===== src/rtl/display_driver.sv =====
// display_driver
//
// Drives a 4-digit, common-anode 7-segment display with a stopwatch time
// given in deciseconds. The format is SSS.d: the decimal point sits after
// digit 1.
//
// The binary value is converted to BCD by a free-running double-dabble FSM.
// The FSM states are IDLE, SHIFT x14 and LOAD, so one conversion takes 16
// clocks. Only a finished conversion is copied into the displayed BCD register.
//
// A prescaler steps a 2-bit digit index every SCAN_DIV clocks. The digit
// enables, segments and decimal point are registered from that index.
//
// Parameters
//   SCAN_DIV  clocks each digit stays enabled (>= 1)
//   BLANK_LZ  1: blank leading zeros on digits 3 and 2
//
// Ports
//   clk        system clock, rising edge
//   rst_n      asynchronous active-low reset
//   number     elapsed time in deciseconds (values above 9999 show 9999)
//   an         active-low digit enables, bit 3 = leftmost digit
//   seg        active-low segments {g,f,e,d,c,b,a}
//   dp         active-low decimal point
//   bcd_valid  one-cycle pulse when the displayed BCD register updates

module display_driver #(
  parameter int unsigned SCAN_DIV = 50000,
  parameter bit          BLANK_LZ = 1'b1
) (
  input  logic        clk,
  input  logic        rst_n,
  input  logic [13:0] number,
  output logic [3:0]  an,
  output logic [6:0]  seg,
  output logic        dp,
  output logic        bcd_valid
);

  localparam int unsigned PreW = (SCAN_DIV > 1) ? $clog2(SCAN_DIV) : 1;
  localparam logic [PreW-1:0] PreMax = PreW'(SCAN_DIV - 1);
  localparam logic [13:0] MaxVal = 14'd9999;
  localparam logic [3:0] LastIter = 4'd13;
  localparam logic [6:0] SegBlank = 7'h7F;

  // ---------------------------------------------------------------------------
  // Binary-to-BCD conversion FSM
  // ---------------------------------------------------------------------------
  typedef enum logic [1:0] {
    StIdle,
    StShift,
    StLoad
  } state_e;

  state_e      state_q;
  logic [13:0] bin_q;       // binary value being shifted out
  logic [15:0] scratch_q;   // BCD being built up
  logic [3:0]  iter_q;      // completed SHIFT iterations
  logic [15:0] bcd_q;       // BCD value currently on the display
  logic [15:0] scratch_adj; // scratch after the add-3 correction

  // Add 3 to every nibble >= 5 so that the next shift carries into the next decade.
  always_comb begin
    scratch_adj = scratch_q;
    for (int i = 0; i < 4; i++) begin
      if (scratch_q[i*4 +: 4] >= 4'd5) begin
        scratch_adj[i*4 +: 4] = scratch_q[i*4 +: 4] + 4'd3;
      end
    end
  end

  always_ff @(posedge clk or negedge rst_n) begin
    if (!rst_n) begin
      state_q   <= StIdle;
      bin_q     <= '0;
      scratch_q <= '0;
      iter_q    <= '0;
      bcd_q     <= '0;
      bcd_valid <= 1'b0;
    end else begin
      bcd_valid <= 1'b0;
      case (state_q)
        StIdle: begin
          // The input is sampled only here. Later changes wait for the next conversion.
          bin_q     <= (number > MaxVal) ? MaxVal : number;
          scratch_q <= '0;
          iter_q    <= '0;
          state_q   <= StShift;
        end
        StShift: begin
          {scratch_q, bin_q} <= {scratch_adj, bin_q} << 1;
          iter_q             <= iter_q + 4'd1;
          if (iter_q == LastIter) begin
            state_q <= StLoad;
          end
        end
        StLoad: begin
          bcd_q     <= scratch_q;
          bcd_valid <= 1'b1;
          state_q   <= StIdle;
        end
        default: begin
          state_q <= StIdle;
        end
      endcase
    end
  end

  // ---------------------------------------------------------------------------
  // Scan prescaler and digit index
  // ---------------------------------------------------------------------------
  logic [PreW-1:0] pre_q;
  logic [1:0]      idx_q;

  always_ff @(posedge clk or negedge rst_n) begin
    if (!rst_n) begin
      pre_q <= '0;
      idx_q <= '0;
    end else if (pre_q == PreMax) begin
      pre_q <= '0;
      idx_q <= idx_q + 2'd1;
    end else begin
      pre_q <= pre_q + 1'b1;
    end
  end

  // ---------------------------------------------------------------------------
  // Digit select, blanking and segment decode
  // ---------------------------------------------------------------------------
  function automatic logic [6:0] seg_decode(input logic [3:0] d);
    logic [6:0] s;
    case (d)
      4'd0:    s = 7'b100_0000;
      4'd1:    s = 7'b111_1001;
      4'd2:    s = 7'b010_0100;
      4'd3:    s = 7'b011_0000;
      4'd4:    s = 7'b001_1001;
      4'd5:    s = 7'b001_0010;
      4'd6:    s = 7'b000_0010;
      4'd7:    s = 7'b111_1000;
      4'd8:    s = 7'b000_0000;
      4'd9:    s = 7'b001_0000;
      default: s = SegBlank;
    endcase
    return s;
  endfunction

  logic [3:0] digit;
  logic       blank;
  logic [3:0] an_d;
  logic [6:0] seg_d;
  logic       dp_d;

  always_comb begin
    digit = 4'd0;
    blank = 1'b0;
    case (idx_q)
      2'd0: digit = bcd_q[3:0];
      2'd1: digit = bcd_q[7:4];
      2'd2: digit = bcd_q[11:8];
      2'd3: digit = bcd_q[15:12];
      default: digit = 4'd0;
    endcase
    // Digits 1 and 0 always show, so zero reads "0.0".
    if (BLANK_LZ) begin
      if (idx_q == 2'd3 && bcd_q[15:12] == 4'd0) begin
        blank = 1'b1;
      end
      if (idx_q == 2'd2 && bcd_q[15:8] == 8'd0) begin
        blank = 1'b1;
      end
    end
    an_d  = ~(4'b0001 << idx_q);
    seg_d = blank ? SegBlank : seg_decode(digit);
    dp_d  = (idx_q != 2'd1);
  end

  always_ff @(posedge clk or negedge rst_n) begin
    if (!rst_n) begin
      an  <= 4'b1111;
      seg <= SegBlank;
      dp  <= 1'b1;
    end else begin
      an  <= an_d;
      seg <= seg_d;
      dp  <= dp_d;
    end
  end

endmodule


===== config.mk =====
export PLATFORM = sky130hd
export DESIGN_NAME = display_driver
export DESIGN_NICKNAME = d
export VERILOG_FILES = /design/src/rtl/display_driver.sv
export SDC_FILE = /design/constraint.sdc
export NUM_CORES = 1
export LEC_CHECK = 0
export ABC_AREA = 1
export CAP_MARGIN = 0
export CELL_PAD_IN_SITES_DETAIL_PLACEMENT = 1
export CELL_PAD_IN_SITES_GLOBAL_PLACEMENT = 1
export CORE_UTILIZATION = 43
export DETAILED_ROUTE_END_ITERATION = 12
export PLACE_DENSITY_LB_ADDON = 0.25
export RECOVER_POWER = 50
export SKIP_LAST_GASP = 1
export SLEW_MARGIN = 20
export SYNTH_ARGS = -nofsm -noshare
export SYNTH_HDL_FRONTEND = slang
export SYNTH_SLANG_ARGS = --single-unit
export TNS_END_PERCENT = 20

===== constraint.sdc =====
create_clock -name clk -period 4.1 [get_ports clk]
set_input_delay 1.23 -clock clk [delete_from_list [all_inputs] [get_ports clk]]
set_output_delay 1.23 -clock clk [all_outputs]
set_load 0.01 [all_outputs]

# After elaboration in Yosys (flattened, before gate mapping)
# Memory sizes are Yosys's and may differ from the RTL's.
# Index checks and enable logic that the tools add are counted.
[classes] mux=16 n_lt_le_gt_ge=5 shifts=1 bitwise_logic=1 n_eq_ne=9 n_addsub=7 n_reduce_logical=7
[op_table] operator="$pmux 16 s2" n=1
[op_table] operator="$pmux 14 s2" n=1
[op_table] operator="$add 16x1->16 const B" n=1
[op_table] operator="$eq 16x16->1 const B" n=1
[op_table] operator="$ge 4x3->1 const B" n=4
[op_table] operator="$mux 16" n=1
[op_table] operator="$pmux 4 s4" n=1
[op_table] operator="$gt 14x14->1 const B" n=1
[op_table] operator="$mux 14" n=1
[op_table] operator="$add 4x2->4 const B" n=3
[op_table] operator="$mux 4" n=3
[op_table] operator="$logic_not 8->1" n=1
[op_table] operator="$pmux 4 s2" n=1
[op_table] operator="$mux 7" n=1
[op_table] operator="$eq 2x2->1 const B" n=3
[op_table] operator="$add 4x1->4 const B" n=1
[op_table] operator="$eq 2x1->1 const B" n=2
[op_table] operator="$eq 4x4->1 const B" n=1
[op_table] operator="$logic_not 2->1" n=2
[op_table] operator="$logic_not 4->1" n=1
[op_table] operator="$not 4->4" n=1
[op_table] operator="$pmux 2 s2" n=1
[op_table] operator="$shl 1x2->4 const A" n=1
[op_table] operator="$add 3x2->3 const B" n=1
[op_table] operator="other kinds (8)" n=11
[word_totals] out_inout_bits=13 romBits=112 mem_count=1 inputBits=16 ff_bits=83
[memory_table] memory="(no name shown)" words=16 width=7 rd=1 rd_ports_with_merged_regs=0 wr=0 line="132" rtl="case (d)"

# Logic depth before layout (Yosys ltp)
[depth] ltp_word=5 mapped_depth=11 mapped_depth_nobuf=11

# Worst setup path after synthesis
# Ideal clock, no wire load.
[synth_path] kind="in2reg" startpoint="input number[9]" endpoint="register bin_q[4]" slack_ns=2.186 setup_ns=0.124 stages=7 t_arrival_ns=1.790 path_buffers=0 path_cell_list="nand2_1 -> nor2_1 -> nand2_1 -> nand2_1 -> nand2_1 -> nand3_1 -> nand3_1"
[synth_via] elab_chain_len=3
[synth_lines] element="from (decl)" line="33" rtl="input logic [13:0] number,"
[synth_lines] element="$gt 14x14->1" line="85" rtl="bin_q <= (number > MaxVal) ? MaxVal : number;"
[synth_lines] element="$mux 14" line="85"
[synth_lines] element="$pmux 14 s2" line="82" rtl="case (state_q)"
[synth_lines] element="to (signal assigned)" line="85"
[synth_lines] element="to (signal assigned)" line="91" rtl="{scratch_q, bin_q} <= {scratch_adj, bin_q} << 1;"
[synth_lines] element="to (decl)" line="56" rtl="logic [13:0] bin_q;"
# Every way passes these cells.
# A chain may end at the register's enable or synchronous reset.

==> impl_metrics.py <==
metrics = {
    "global_routing": {
        "antenna_found_initial": 0,
        "grt_pass1_vias": 3481,
        "grt_usage_pct": 20.4,
        "grt_pass1_wl_microns": 16100,
        "grt.overflow.total": 0,
        "grt_max_degree": 83,
    },
    "logic_synthesis": {
        "ys_seq_area_share_pct": 49.9,
        "syn_avg_cell_area_sq_um": 8.27,
        "synth_edf_count": 0,
        "synth_async_sr_flop_share_pct": 100,
        "synth_warnings": 0,
        "syn-cell-area_sq_um": 4140,
        "yosys_most_used_dff": "dfrtp_1",
        "yosysUniqueCellTypes": 32,
        "syn_nets": 535,
        "synth.area.top_cells": "dfrtp_1 43%, nand2_1 11%, dfstp_2 7.0%",
        "ys_top_cells_by_count": "124 x nand2_1, 71 x dfrtp_1, 54 x nor2_1",
        "synthCells": 500,
        "synth.top_cell.area_share_pct": 43.0,
        "ys_seq_elements": 82,
        "synth_most_common_cell": "nand2_1",
        "synth_largest_area_cell": "dfrtp_1",
    },
    "timing": {
        "setup_ws_ns": 1.46,
        "slew_headroom_pct": -35.2,
        "hold_viol": 0,
        "rsz0062_at_grt": "no",
        "drv_slew": 83,
        "hold_ws_ns": 0.472,
        "period_share_pct": 64.5,
        "report.final.setup_viol": 0,
        "clock_skew_ns": 0.0121,
        "max_freq_ghz": 0.378,
        "finalSetupTns_ns": 0,
        "period_minus_slack_ns": 2.64,
        "max_slew.worst_pin.slew_ns": 2.03,
    },
    "drt": {
        "wl_microns": 9380,
        "wl_met1_microns": 4210,
        "wl_met2_microns": 4840,
        "drtIter0Drc": 148,
        "vias_per_cell": 5.02,
        "wl_met3_microns": 211,
        "vias": 3331,
        "avgRoutedWirePerCell_microns": 14.1,
        "highest_layer": "met4",
        "drtAntennaViolNets": 0,
        "remaining_drc_errors": 0,
        "first_pass_iters": 4,
    },
    "clock_tree": {
        "post_cts_buffers": 0,
        "path_clk_slew_ns": 0.09,
        "postCtsHoldBufs": 0,
        "cts_root_buf": "clkbuf_8",
        "cts_tree": "built",
        "clockBufferDepth": 2,
        "htree_levels": 3,
        "cts.repair.resized": 0,
        "insertion_delay_ns": 0.35,
        "cts.sink_count": 82,
        "cts_made_buffers": 9,
    },
    "floorplanning": {
        "core_area_sq_um": 9280,
        "die_x_microns": 100,
        "die_y_microns": 100,
        "rows": 35,
        "die_area_sq_um": 10000,
        "floorplan.initialDensity_pct": 44.6,
        "pin_count": 29,
    },
    "finish": {
        "final_nets": 564,
        "n_antenna_cell": 0,
        "layout-drive-gt1-share_pct": 8.24,
        "fin_cells": 663,
        "syn_to_final_growth_pct": 15.0,
    },
    "pwr": {
        "p_leak_uw": 0.00220,
        "ir_drop_mv": 0.182,
        "p_per_area_nw_per_um2": 439,
    },
    "placed_design": {
        "dp.cells": 647,
        "hpwl_microns": 6550,
        "place_congestion": 0.776,
        "portBuffers": 28,
        "place_ws_ns": 1.47,
    },
    "worst_setup_path": {
        "startpoint_type": "primary input",
        "crit_path_end_kind": "asynchronous set/reset pin",
        "path_max_fanout": 82,
        "critPathTopFamily": "buffers and inverters",
        "critPathSlowestCell": "clkbuf_2",
        "worst-path-stages": 1,
        "max_stage_delay_ns": 1.42,
        "critPathBufInv": 1,
        "crit_path_cell_trace": "clkbuf_2",
        "criticalPathCategory": "in -> async",
        "required_ns": 4.16,
        "reg2regPathDepth": 5,
        "cp.arrival_ns": 2.70,
    },
    "run_status": {
        "status": "finished with violations",
        "violations": "capacitance limit, slew limit",
    },
    "min_path": {
        "hold_path.class": "reg -> reg",
        "hold_depth": 1,
    },
    "job": {
        "drv_cap": 1,
    },
}
-- final timing paths --
path	end	from	slack (ns)
worst min register to register	pre_q[0]$_DFF_PN0_	pre_q[0]$_DFF_PN0_	0.47
worst min-delay path	pre_q[0]$_DFF_PN0_	pre_q[0]$_DFF_PN0_	0.47
max in group clk	seg[4]	seg[4]$_DFF_PN1_	1.46
worst max register to register	bcd_q[6]$_DFFE_PN0P_	state_q[1]$_DFFE_PN0P_	1.85
min in group asynchronous	pre_q[2]$_DFF_PN0_	rst_n	1.45
worst max-delay path	bcd_q[8]$_DFFE_PN0P_	rst_n	1.46
-- routing by layer --
metal | vias to the layer above | global-route usage [%]
met5 | - | 0
met4 | 0 | 7.36
met3 | 9 | 3.06
met2 | 49 | 35.4
met1 | 1622 | 25.9
li1 | 1651 | -
-- cells in the final DEF (no fill, tap or decap), types with 2 or more instances in the layout --
| cell type | n |
|---|---|
| a21oi_1 | 17 |
| bufinv_16 | 3 |
| clkbuf_1 | 2 |
| clkbuf_8 | 9 |
| clkdlybuf4s50_1 | 27 |
| dfrtp_1 | 71 |
| dfstp_2 | 11 |
| ha_1 | 19 |
| inv_1 | 55 |
| inv_2 | 9 |
| nand2_1 | 124 |
| nand2_2 | 2 |
| nand3_1 | 27 |
| nand4_1 | 5 |
| nor2_1 | 55 |
| nor3_1 | 7 |
| o21ai_0 | 31 |
| o21ai_1 | 20 |
| o21bai_1 | 9 |
| o22ai_1 | 7 |
| xor2_1 | 10 |
-- report_power, final --
| part | internal, uW | total, uW | switching, uW |
|---|---|---|---|
| Sequential | 940 | 998 | 57.5 |
| Clock | 406 | 705 | 300 |
| Combinational | 177 | 385 | 208 |
| Total | 1520 | 2090 | 565 |
-- per-stage QoR --
stage	utilization (%)	total power, uW	instance area [sq um]
3_5_place_dp	48.8	1410	4530
5_1_grt	51.3	2200	4760
4_1_cts	51.3	2120	4760
3_3_place_gp	48.8	1380	4530
2_1_floorplan	-	1240	4140
6_report	51.3	2090	4760
-- flip-flops by register name, indices dropped and copies added, names as in the netlist --
signal	count
bcd_valid	1
bcd_q	16
bin_q	14
pre_q	16
scratch_q	16
state_q	2
dp	1
idx_q	2
iter_q	4
seg	7
an	3
-- kinds of logic after synthesis --
group / Yosys count / synth area share [%]
DFF: 82 / 49.9
and+or+nand+nor: 225 / 22.5
buffers and inverters: 74 / 6.96
adders and majority gates: 19 / 5.75
AOI/OAI and AO/OA: 90 / 12.8
xor gates and xnor gates: 10 / 2.12
-- area by class of cell --
cell class	instances	area [sq um]
Clock buffer	11	131
Clock inverter	5	104
Fill cell	1138	4530
Inverter	64	240
Multi-Input combinational cell	344	1780
Sequential cell	82	2070
Tap cell	129	161
Timing Repair Buffer	28	275
Power figures use the tool's default switching activity.
